`src/rtl/store_unit.sv`:
```
// Byte-serial, big-endian store engine: one latched store request, one byte written per cycle.
// Define STORE_ALIGN_CHECK_EN to reject misaligned half/word requests with o_err.

`ifndef DATA_WIDTH
`define DATA_WIDTH 8
`endif

module store_unit #(
  parameter int unsigned ADDR_WIDTH = 32,
  parameter int unsigned WORD_BYTES = 4
) (
  input  logic                   i_clk,
  input  logic                   i_rst,
  input  logic                   i_valid,
  input  logic [ADDR_WIDTH-1:0]  i_addr,
  input  logic [31:0]            i_data,
  input  logic [1:0]             i_size,
  output logic                   o_busy,
  output logic                   o_done,
  output logic                   o_err,
  output logic [ADDR_WIDTH-1:0]  o_mem_addr,
  output logic [`DATA_WIDTH-1:0] o_mem_data,
  output logic                   o_mem_write
);

  typedef enum logic {StIdle, StWrite} state_e;

  state_e      state_q;
  logic [2:0]  cnt_q;
  logic [2:0]  last_q;
  logic [31:0] shift_q;

  logic [31:0] aligned;
  logic [2:0]  last_idx;
  logic        misaligned;

  // Left-align the stored quantity so its most significant byte always sits in [31:24].
  always_comb begin
    aligned  = i_data;
    last_idx = 3'(WORD_BYTES - 1);
    case (i_size)
      2'd0: begin
        aligned  = {i_data[7:0], 24'h0};
        last_idx = 3'd0;
      end
      2'd1: begin
        aligned  = {i_data[15:0], 16'h0};
        last_idx = 3'd1;
      end
      default: begin
        aligned  = i_data;
        last_idx = 3'(WORD_BYTES - 1);
      end
    endcase
  end

`ifdef STORE_ALIGN_CHECK_EN
  assign misaligned = (i_size == 2'd1) ? i_addr[0] :
                      (i_size[1]       ? (i_addr[1:0] != 2'b00) : 1'b0);
`else
  assign misaligned = 1'b0;
`endif

  assign o_busy = (state_q == StWrite);

  always_ff @(posedge i_clk) begin
    if (i_rst) begin
      state_q     <= StIdle;
      cnt_q       <= 3'd0;
      last_q      <= 3'd0;
      shift_q     <= 32'h0;
      o_done      <= 1'b0;
      o_err       <= 1'b0;
      o_mem_addr  <= '0;
      o_mem_data  <= '0;
      o_mem_write <= 1'b0;
    end else begin
      o_done <= 1'b0;
      o_err  <= 1'b0;
      unique case (state_q)
        StIdle: begin
          o_mem_write <= 1'b0;
          if (i_valid) begin
            if (misaligned) begin
              o_done <= 1'b1;
              o_err  <= 1'b1;
            end else begin
              // Byte 0 goes out on the accept edge itself.
              state_q     <= StWrite;
              cnt_q       <= 3'd0;
              last_q      <= last_idx;
              shift_q     <= aligned << `DATA_WIDTH;
              o_mem_addr  <= i_addr;
              o_mem_data  <= aligned[31 -: `DATA_WIDTH];
              o_mem_write <= 1'b1;
            end
          end
        end
        StWrite: begin
          if (cnt_q == last_q) begin
            state_q     <= StIdle;
            cnt_q       <= 3'd0;
            o_mem_write <= 1'b0;
            o_done      <= 1'b1;
          end else begin
            cnt_q       <= cnt_q + 3'd1;
            shift_q     <= shift_q << `DATA_WIDTH;
            o_mem_addr  <= o_mem_addr + ADDR_WIDTH'(1);
            o_mem_data  <= shift_q[31 -: `DATA_WIDTH];
            o_mem_write <= 1'b1;
          end
        end
        default: state_q <= StIdle;
      endcase
    end
  end

endmodule

```
`config.mk`:
```
export PLATFORM = sky130hd
export DESIGN_NAME = store_unit
export DESIGN_NICKNAME = d
export VERILOG_FILES = /design/src/rtl/store_unit.sv
export SDC_FILE = /design/constraint.sdc
export NUM_CORES = 1
export LEC_CHECK = 0
export BUFFER_PORTS_ARGS = -buffer_cell sky130_fd_sc_hd__clkbuf_2
export CAP_MARGIN = 20
export CORE_MARGIN = 5
export CORE_UTILIZATION = 47
export CTS_CLUSTER_SIZE = 8
export DETAILED_ROUTE_END_ITERATION = 10
export GPL_ROUTABILITY_DRIVEN = 0
export PLACE_DENSITY_LB_ADDON = 0.08
export SYNTH_ARGS = -nofsm -noshare
export SYNTH_HDL_FRONTEND = slang
export SYNTH_SLANG_ARGS = --single-unit
```
`constraint.sdc`:
```
create_clock -name i_clk -period 1.71 [get_ports i_clk]
set_input_delay 0.0855 -clock i_clk [delete_from_list [all_inputs] [get_ports i_clk]]
set_output_delay 0.0855 -clock i_clk [all_outputs]
set_load 0.05 [all_outputs]
```
# Word level (Yosys, flattened, before mapping)
# Index checks and enable logic that the tools add are counted.
# W data, S select, Z words.
totals:
  ff_bits: 80
  out_inout_bits: 44
  word_cells: 36
op_classes:
  addsub: 2
  n_eq_ne: 4
  n_mux: 19
  bitwise_logic: 1
  n_reduce_logical: 3
op_table:
  columns: ["op", "n"]
  rows:
  - ["$pmux W32 S2", 3]
  - ["$mux W32", 4]
  - ["$add A32 B1 Y32 const B", 1]
  - ["$mux W8", 2]
  - ["$pmux W8 S2", 1]
  - ["$mux W3", 2]
  - ["$pmux W3 S2", 1]
  - ["$ne A2 B2 Y1 const B", 2]
  - ["$pmux W1 S2", 2]
  - ["$pmux W2 S2", 1]
  - ["$reduce_and A2 Y1", 2]
  - ["$add A3 B1 Y3 const B", 1]
  - ["$eq A3 B3 Y1", 1]
  - ["$mux W1", 3]
  - ["$eq A2 B1 Y1 const B", 1]
  - ["$logic_not A2 Y1", 1]
  - ["$not A1 Y1", 1]

# Depth between registers and ports, before layout
# Gate-level depths: netlist of the first run.
logic_depth:
  word_depth: 4
  mapped_depth: 7

# Least setup slack after synthesis of the first run
# Ideal clock, no wire load.
synth_path:
  path_kind: "register to register"
  startpoint: "register o_mem_addr[0]"
  endpoint: "register o_mem_addr[28]"
  t_arrival_ps: 2172
  t_required_ps: 1646
  setup_slack_ps: -525
  stages_incl_launch_ff: 8
  path_buffers: 1
  period_less_slack_ps: 2235
  cell_sequence: "dfxtp_1 -> ha_1 -> and3_1 -> and2_1 -> buf_2 -> nand3_4 -> or4b_1 -> nand3_1"
synth_via:
  elab_chain_len: 3
synth_lines:
  columns: ["element", "line", "text"]
  rows:
  - ["start: declaration", "21", "output logic [ADDR_WIDTH-1:0] o_mem_addr,"]
  - ["start signal: assignment", "93", "o_mem_addr <= i_addr;"]
  - ["start signal: assignment", "108", "o_mem_addr <= o_mem_addr + ADDR_WIDTH'(1);"]
  - ["$add A32 B1 Y32", "108", null]
  - ["$mux W32", "100", "if (cnt_q == last_q) begin"]
  - ["$pmux W32 S2", "80", "unique case (state_q)"]
# Every way passes these cells. The select of a mux whose other input is x is not followed.
# A chain may end at the register's enable or synchronous reset.

# Final worst setup path of the first run
layout_path:
  startpoint: "register cnt_q[0]"
  endpoint: "register shift_q[16]"
layout_via:
  elab_chain_len: 3
layout_lines:
  columns: ["element", "line", "text"]
  rows:
  - ["start: declaration", "29", "logic [2:0] cnt_q;"]
  - ["start signal: assignment", "106", "cnt_q <= cnt_q + 3'd1;"]
  - ["$eq A3 B3 Y1", "100", null]
  - ["$ne A2 B2 Y1 (no line)", null, null]
  - ["$reduce_and A2 Y1 (no line)", null, null]
  - ["end signal: assignment", "92", "shift_q <= aligned << `DATA_WIDTH;"]
  - ["end signal: assignment", "107", "shift_q <= shift_q << `DATA_WIDTH;"]
  - ["end: declaration", "31", "logic [31:0] shift_q;"]
# Every way passes these cells.

==> results.toml, run 1 <==
[finish]
fillCellCount = 691
layout_commonest_cell = "clkbuf_2"
post-route-util_pct = 67.3
synthToLayoutAreaGrowth_pct = 40.0
multi_input_area_mm2 = 0.00239
layout-drive-gt1-share_pct = 37.0
final_cell_mix = "clkbuf_2, nand2_1, buf_4, dfxtp_1, a21oi_1"
antenna_cells = 0
ff_latch_area_mm2 = 0.00150
nets = 710
stdcell_area_mm2 = 0.00550

[timing]
rsz0062_at_grt = "yes"
relSlewSlack_pct = 51.5
hold_viol = 0
worst_slew_pin_slew_ps = 726
slew_violations = 0
setup_ws_ps = -4.75
min_period_ps = 1710
skew_ps = 14.4
fmax_ghz = 0.583
post-route-period-util_pct = 100
setup-violations-final = 1
fin_setup_tns_ps = -4.75

[cts]
insertion_delay_ps = 350
root_buffer = "clkbuf_8"
clkSinkCount = 71
cts_tree = "done"
cts_buffers = 9
cts.path.max_buffers = 2
cts.reportedPaths.clkPinSlew_ps = 90
cts_max_level = 3

[yosys]
ys_top_cells_by_area = "dfxtp_1, a22o_1, nand2_1"
yosys_warnings = 0
ys_ff_latch = 71
syn_area_mm2 = 0.00393
avgSynthCellArea_um2 = 8.13
synth_fp_nets = 554
yosysTopAreaCellShare_pct = 36.2
syn_inst = 483
seq_area_frac_synth_pct = 36.2
synth_edf_count = 0
ys_types = 59
yosys.area.top_type = "dfxtp_1"
synthArstFlopShare_pct = 0
ys.flop_type = "dfxtp_1"

[drt]
vias = 4450
dr.pass1.iters = 6
wirelength_um = 13200
routedWlPerCell_um = 17.7
drc = 0
drt-vias-per-instance = 5.94
ant_nets = 0
drt-initial-drc-count = 360

[die]
core_mm2 = 0.00818
num_rows = 33
ios = 113
start_util_pct = 48.0
die_h_um = 101
die_w_um = 101
die_area_mm2 = 0.0103

[worst_setup_path]
critPathLaunchType = "flip-flop"
cp.arrival_ps = 1950
cp_data_required_time_ps = 1940
critPathKind = "flip-flop to flip-flop"
r2r_slack_ps = -5
cp_max_fo = 7
worstSetupEndpointType = "flip-flop"
r2r-start = "cnt_q[0]$_SDFFE_PP0P_"
worst-r2r-cell-count = 7
worstReg2RegEnd = "shift_q[16]$_SDFFE_PP0P_"

[hold_path]
hold_path.class = "input port to flip-flop"
whs_path_depth = 3
holdPathEnd = "o_mem_addr[0]$_SDFFE_PP0P_"
worstHoldStart = "i_addr[0]"

[pwr]
p_leak_nw = 2.43
ir_worst_vdd_mv = 0.495
powerDensity_mw_per_mm2 = 889

[global_route]
antenna_found_initial = 0
grt-ovfl-total = 0
grt_pass1_vias = 4218
grt.total_usage_pct = 24.7
grt_pass1_wl_um = 20400
grt_max_degree = 35

[outcome]
status = "finished with violations"
failed_checks = "negative setup slack"

[placement]
port_buffers = 111
dpl.hpwl_um = 9280
dpl-instance-area_mm2 = 0.00486
dp_slack_ps = -203

[job]
maxCapViolCount = 0
cell usage after synthesis, types with 3 or more instances:
| master | number |
|---|---|
| a221o_1 | 8 |
| a22o_1 | 22 |
| and4_1 | 6 |
| clkbuf_1 | 16 |
| buf_2 | 14 |
| or3_1 | 5 |
| nand4_1 | 13 |
| mux2i_1 | 17 |
| buf_1 | 6 |
| a31oi_1 | 12 |
| nor2_1 | 33 |
| nand2_1 | 51 |
| o211ai_1 | 10 |
| a21oi_1 | 38 |
| and3_1 | 9 |
| dfxtp_1 | 71 |
| o21ai_0 | 24 |
| a21o_1 | 8 |
| nand3_1 | 17 |
| a211oi_1 | 10 |
| nor3_1 | 6 |
| and2_1 | 3 |
| inv_1 | 16 |
| nor2b_1 | 3 |
| o31ai_1 | 15 |
| a222oi_1 | 8 |
| o2bb2ai_1 | 4 |
flip-flops by register name (all words and copies together), names as in the netlist:
name and cells:
cnt_q 3, o_busy 1, o_mem_addr 32, last_q 2
o_mem_data 8, o_done 1, shift_q 24
timing repair:
action,in CTS,in global routing
setup endpoints to repair,17,27
cloned,0,2
buffers inserted,2,11
pin swaps,0,12
hold endpoints to repair,18,0
hold buffers,18,0
gates resized for setup,4,23
stage by stage:
stage | std cells | hold WS, ps | power (mW)
global route | 749 | 12.8 | 5.09
global placement | 700 | 327 | 3.37
detailed placement | 700 | 327 | 3.40
finish | 749 | 10.2 | 4.89
floorplan | 483 | 211 | 2.94
CTS | 736 | 1.79 | 4.80
final cells by class:
cell class,instances,area share (%)
Clock buffer,10,2.32
Clock inverter,6,1.25
Inverter,17,1.16
Multi-Input combinational cell,357,43.4
Sequential cell,71,27.2
Tap cell,105,2.39
Timing Repair Buffer,183,22.3
kinds of logic after synthesis:
group | count (synthesis) | share of synthesized area [%]
simple gates | 158 | 20.5
compound gates | 176 | 31.6
buf+inv | 55 | 5.89
fa+ha+maj | 2 | 0.637
mux | 18 | 4.62
xor+xnor | 2 | 0.446
flops | 71 | 36.2
other cells | 1 | 0.0955
critical path, cell delays in order (launching register included):
cell and delay (ps):
dfxtp_4 370, xnor2_4 170, buf_6 130, a41oi_4 250, nor2_4 110, clkbuf_16 190
a222oi_1 300, inv_1 70
worst max-delay path by stage:
stage / start / endpoint / slack [ps] / cells after the start
floorplan: o_mem_addr[1]$_SDFFE_PP0P_ / o_mem_addr[28]$_SDFFE_PP0P_ / -30 / 7
global placement: last_q[0]$_SDFFE_PP0P_ / o_mem_addr[22]$_SDFFE_PP0P_ / -140 / 5
detailed placement: last_q[0]$_SDFFE_PP0P_ / o_mem_addr[22]$_SDFFE_PP0P_ / -200 / 5
CTS: cnt_q[1]$_SDFFE_PP0P_ / shift_q[18]$_SDFFE_PP0P_ / 10 / 7
global route: cnt_q[0]$_SDFFE_PP0P_ / shift_q[16]$_SDFFE_PP0P_ / -60 / 7
finish: cnt_q[0]$_SDFFE_PP0P_ / shift_q[16]$_SDFFE_PP0P_ / -5 / 7
metal layers:
layer | global-route usage [%] | wire length [um]
met1 | 33.6 | 5850
met3 | 4.41 | 1070
met2 | 39.3 | 6140
met4 | 8.69 | 191
met5 | 0 | 0
power by group:
group,internal (mW),leakage [nW],switching (mW)
clock network,0.683,0.0934,0.694
registers,1.81,0.599,0.166
logic,0.560,1.74,0.971
total,3.06,2.43,1.83
(Power assumes the default switching activity.)
==> run 2, diff against run 1 <==
MAX_ROUTING_LAYER = met4   (was not set)
==> results.toml, run 2 (synthesis gave the netlist of run 1 again) <==
[outcome]
status = "finished with violations"
failed_checks = "negative setup slack"

[drt]
ant_nets = 0
drt-vias-per-instance = 5.96
vias = 4466
drt-initial-drc-count = 383
dr.pass1.iters = 5
drc = 0
routedWlPerCell_um = 17.6
wirelength_um = 13200

[die]
ios = 113
die_h_um = 101
die_w_um = 101
core_mm2 = 0.00818
num_rows = 33
die_area_mm2 = 0.0103
start_util_pct = 48.0

[timing]
setup_ws_ps = -8.63
worst_slew_pin_slew_ps = 679
setup-violations-final = 1
skew_ps = 13.4
hold_viol = 0
slew_violations = 0
fin_setup_tns_ps = -8.63
fmax_ghz = 0.582
hold_ws_ps = 10.8
min_period_ps = 1720
post-route-period-util_pct = 101
relSlewSlack_pct = 54.6
rsz0062_at_grt = "yes"

[worst_setup_path]
r2r-start = "cnt_q[0]$_SDFFE_PP0P_"
cp.arrival_ps = 1950
cp_max_fo = 7
worstSetupEndpointType = "flip-flop"
worstReg2RegEnd = "shift_q[16]$_SDFFE_PP0P_"
slowest_stage = "dfxtp_4"
r2r_slack_ps = -9
critPathLaunchType = "flip-flop"
worst-r2r-cell-count = 7
max_stage_delay_ps = 370
critPathKind = "flip-flop to flip-flop"
path_cells = "xnor2_4 > buf_6 > a41oi_4 > nor2_4 > clkbuf_16 > a222oi_1 > inv_1"
cp_data_required_time_ps = 1940

[global_route]
grt_pass1_vias = 4222
grt-ovfl-total = 0
antenna_found_initial = 0
grt_max_degree = 35
grt_pass1_wl_um = 20500
grt.total_usage_pct = 25.5

[cts]
clkSinkCount = 71
cts.path.max_buffers = 2
cts_max_level = 3
insertion_delay_ps = 350
cts.reportedPaths.clkPinSlew_ps = 90
cts_tree = "done"
root_buffer = "clkbuf_8"
cts_buffers = 9

[finish]
ff_latch_area_mm2 = 0.00150
post-route-util_pct = 67.3
antenna_cells = 0
final_cell_mix = "clkbuf_2, nand2_1, buf_4, dfxtp_1, a21oi_1"
largest_register_ffs = 32
top_register = "o_mem_addr"
synthToLayoutAreaGrowth_pct = 40.0
layout-drive-gt1-share_pct = 37.0
multi_input_area_mm2 = 0.00239
nets = 710
layout_commonest_cell = "clkbuf_2"
top_regs = "o_mem_addr x32, shift_q x24, o_mem_data x8"
fillCellCount = 691

[placement]
dpl.hpwl_um = 9280
port_buffers = 111
dp_slack_ps = -203

[hold_path]
holdPathEnd = "o_mem_addr[0]$_SDFFE_PP0P_"
worstHoldStart = "i_addr[0]"
whs_path_depth = 3
hold_path.class = "input port to flip-flop"

[pwr]
p_leak_nw = 2.43
powerDensity_mw_per_mm2 = 888
ir_worst_vdd_mv = 0.496

[job]
maxCapViolCount = 0
run 2: how the worst max path moves through the flow:
stage | start | to | slack [ps] | cells past startpoint
final | cnt_q[0]$_SDFFE_PP0P_ | shift_q[16]$_SDFFE_PP0P_ | -9 | 7
after global routing | cnt_q[0]$_SDFFE_PP0P_ | shift_q[16]$_SDFFE_PP0P_ | -60 | 7
after CTS | cnt_q[1]$_SDFFE_PP0P_ | shift_q[18]$_SDFFE_PP0P_ | 10 | 7
after detailed placement | last_q[0]$_SDFFE_PP0P_ | o_mem_addr[22]$_SDFFE_PP0P_ | -200 | 5
after global placement | last_q[0]$_SDFFE_PP0P_ | o_mem_addr[22]$_SDFFE_PP0P_ | -140 | 5
after floorplan | o_mem_addr[1]$_SDFFE_PP0P_ | o_mem_addr[28]$_SDFFE_PP0P_ | -30 | 7
run 2: power breakdown:
| group | switching (mW) | internal [mW] | leakage [nW] |
|---|---|---|---|
| combinational | 0.968 | 0.560 | 1.74 |
| clock | 0.692 | 0.683 | 0.0934 |
| sequential | 0.165 | 1.81 | 0.599 |
run 2: stage by stage:
stage	instances	cell area (um2)	total power [mW]
after floorplan	483	4020	2.94
after global placement	700	4860	3.37
after detailed placement	700	4860	3.40
after CTS	736	5280	4.80
after global routing	749	5500	5.09
final	749	5500	4.88
run 2: critical path, delay by kind of cell, from the launching register on:
kind	cells	cell delay (ps)
xor+xnor	1	170
buf+inv	3	390
compound gates	2	560
flops	1	370
simple gates	1	110
run 2: layer usage:
| metal | share of wire [%] | vias to the layer above | track usage [%] |
|---|---|---|---|
| met5 | 0 | - | - |
| li1 | - | 2152 | - |
| met3 | 7.3 | 22 | 3.93 |
| met2 | 46 | 185 | 39.3 |
| met4 | 1.6 | 0 | 8.69 |
| met1 | 45 | 2107 | 34.0 |
run 2: cell type report:
class	instances	area share, %
Tap cell	105	2.39
Timing Repair Buffer	183	22.3
Sequential cell	71	27.2
Clock inverter	6	1.25
Multi-Input combinational cell	357	43.4
Clock buffer	10	2.32
Inverter	17	1.16
run 2: what timing repair did:
action / CTS / global route
hold endpoints to repair: 18 / 0
resized for setup: 4 / 23
gates cloned: 0 / 2
hold buffers: 18 / 0
endpoints found under the setup margin: 17 / 27
pin swaps: 0 / 12
buffers inserted: 2 / 11
==> run 3, diff against run 2 <==
ABC_AREA = 1   (was not set)
CELL_PAD_IN_SITES_DETAIL_PLACEMENT = 1   (was not set)
CELL_PAD_IN_SITES_GLOBAL_PLACEMENT = 2   (was not set)
CORE_UTILIZATION = 24   (was 47)
==> results.toml, run 3 <==
[placement]
placed_cells = 1049
dpl.hpwl_um = 13400
dp_slack_ps = 157
port_buffers = 111

[die]
start_util_pct = 24.6
core_mm2 = 0.0174
ios = 113
die_w_um = 143
die_h_um = 143
num_rows = 48
die_area_mm2 = 0.0205

[worst_setup_path]
worstSetupEndpointType = "flip-flop"
cp_data_required_time_ps = 2000
path_depth = 8
critPathKind = "flip-flop to flip-flop"
r2r-start = "cnt_q[0]$_SDFFE_PP0P_"
crit_family = "simple AND/OR/NAND/NOR gates"
cp.arrival_ps = 1810
cpMostUsedCell = "nand2_1"
max_stage_delay_ps = 370
path_cells = "inv_2 > nor2_1 > nor2_2 > nand3_1 > nand3_2 > inv_1 > nand2_1 > nand2_1"
r2r_slack_ps = 190
worst-r2r-cell-count = 8
cp_max_fo = 11
timing.critical_path.buf_inv = 2
slowest_stage = "inv_1"
worstReg2RegEnd = "shift_q[27]$_SDFFE_PP0P_"
critPathLaunchType = "flip-flop"

[finish]
final_cell_mix = "nand2_1, clkbuf_2, nor2_1, nand3_1, dfxtp_1"
nets = 915
top_regs = "o_mem_addr x32, shift_q x24, o_mem_data x8"
top_register = "o_mem_addr"
synthToLayoutAreaGrowth_pct = 30.9
layout-drive-gt1-share_pct = 22.0
finalNonFillerCells = 1074
layout_commonest_cell = "nand2_1"
largest_register_ffs = 32
antenna_cells = 0

[cts]
insertion_delay_ps = 350
cts.reportedPaths.clkPinSlew_ps = 60
cts_tree = "done"
clkSinkCount = 71
cts_max_level = 3
cts.path.max_buffers = 2
cts_buffers = 9
root_buffer = "clkbuf_16"

[drt]
wirelength_um = 17600
ant_nets = 0
vias = 4860
dr.pass1.iters = 6
drc = 0
drt-initial-drc-count = 176
routedWlPerCell_um = 16.4
drt-vias-per-instance = 4.53

[hold_path]
holdPathEnd = "last_q[1]$_SDFFE_PP0P_"
whs_path_depth = 3
worstHoldStart = "i_valid"
hold_path.class = "input port to flip-flop"

[timing]
slew_violations = 0
setup-violations-final = 0
worst_slew_pin_slew_ps = 510
fin_setup_tns_ps = 0
skew_ps = 6.44
setup_ws_ps = 195
fmax_ghz = 0.660
hold_viol = 0
rsz0062_at_grt = "yes"
relSlewSlack_pct = 66.0
hold_ws_ps = 49.1
min_period_ps = 1520
post-route-period-util_pct = 88.6

[pwr]
p_leak_nw = 2.55
powerDensity_mw_per_mm2 = 957
ir_worst_vdd_mv = 0.485

[global_route]
grt_max_degree = 54
grt_pass1_vias = 5238
antenna_found_initial = 0
grt-ovfl-total = 0
grt.total_usage_pct = 18.1
grt_pass1_wl_um = 28100

[yosys]
seq_area_frac_synth_pct = 33.3
ys_ff_latch = 71
yosysTopAreaCellShare_pct = 33.3
synth_fp_nets = 782
yosys_warnings = 0
ys_top_cells_by_area = "dfxtp_1, nand2_1, nand3_1"
ys_types = 26
synthTopCellsByCount = "nand2_1, nor2_1, dfxtp_1"
synthArstFlopShare_pct = 0
yosys.area.top_type = "dfxtp_1"
syn_inst = 711
avgSynthCellArea_um2 = 6.00
ys.flop_type = "dfxtp_1"
synth_most_common_cell = "nand2_1"
syn_area_mm2 = 0.00427
synth_edf_count = 0

[job]
maxCapViolCount = 0

[outcome]
status = "finished clean"
-- run 3: cell types whose count changed after synthesis, sizes merged, moves of 10 or more --
cell,change
a31oi,-12
mux2i,-17
a22o,-14
nand4,-14
and3,-10
nand3,+52
nor2,+48
nand2,+275
o31ai,-15
inv,+25
a211oi,-10
clkbuf,-12
o211ai,-10
-- run 3: worst reg2reg max path, stage by stage (launching register included) --
cell	delay, ps
dfxtp_1	360
inv_2	60
nor2_1	120
nor2_2	60
nand3_1	130
nand3_2	130
inv_1	370
nand2_1	130
nand2_1	90
-- run 3: kinds of logic (layout without fill, tap and decap cells) --
| family | count (synthesis) | count (layout) | synth area share [%] |
|---|---|---|---|
| AND/OR/NAND/NOR | 480 | 480 | 46.3 |
| buffers and inverters | 73 | 211 | 8.38 |
| XOR/XNOR | 9 | 9 | 1.85 |
| flip-flops | 71 | 71 | 33.3 |
| adder cells (fa/ha/maj) | 2 | 2 | 0.586 |
| AO/OA/AOI/OAI | 75 | 75 | 9.53 |
| other | 1 | 1 | 0.0879 |
-- run 3: cell type report --
cell class                 count  area, um2
sequential                    71       1430
inverter                      43        161
fill                        2297      11800
clock inverter                 5       33.8
multi-input combinational    567       2490
timing repair buffer         152        946
clock buffer                  11        243
tap                          225        282
-- run 3: worst max path at each step --
stage                                     startpoint                          end  slack [ps]
after CTS                 o_mem_addr[3]$_SDFFE_PP0P_  o_mem_addr[27]$_SDFFE_PP0P_         140
final                          cnt_q[0]$_SDFFE_PP0P_     shift_q[27]$_SDFFE_PP0P_         190
after detailed placement  o_mem_addr[3]$_SDFFE_PP0P_  o_mem_addr[27]$_SDFFE_PP0P_         160
after global placement         cnt_q[0]$_SDFFE_PP0P_   o_mem_addr[1]$_SDFFE_PP0P_         160
after global routing           cnt_q[0]$_SDFFE_PP0P_   o_mem_addr[1]$_SDFFE_PP0P_         -10
after floorplan                    o_busy$_SDFF_PP0_   o_mem_addr[4]$_SDFFE_PP0P_          50
-- run 3: stage by stage --
stage,area (um2),util [%],total power [mW]
3_3_place_gp,5190,29.9,3.52
2_1_floorplan,4270,-,2.99
5_1_grt,5590,32.2,5.64
4_1_cts,5550,32.0,5.41
6_report,5590,32.2,5.34
3_5_place_dp,5190,29.9,3.54
-- run 3: repair_timing --
action	4_1_cts	5_1_grt
hold buffers	8	0
endpoints found under the setup margin	0	7
setup buffers	0	0
gates resized for setup	0	4
hold endpoints to repair	8	0
-- run 3: per-layer routing --
metal | GRT usage [%] | part of all wire [%]
met5 | - | 0
met4 | 4.96 | 1.3
met3 | 2.26 | 3.3
met2 | 31.4 | 50
met1 | 22.1 | 46
-- run 3: power by group --
group / switching [mW] / internal, mW
combinational: 1.06 / 0.463
clock: 0.814 / 1.02
sequential: 0.168 / 1.81
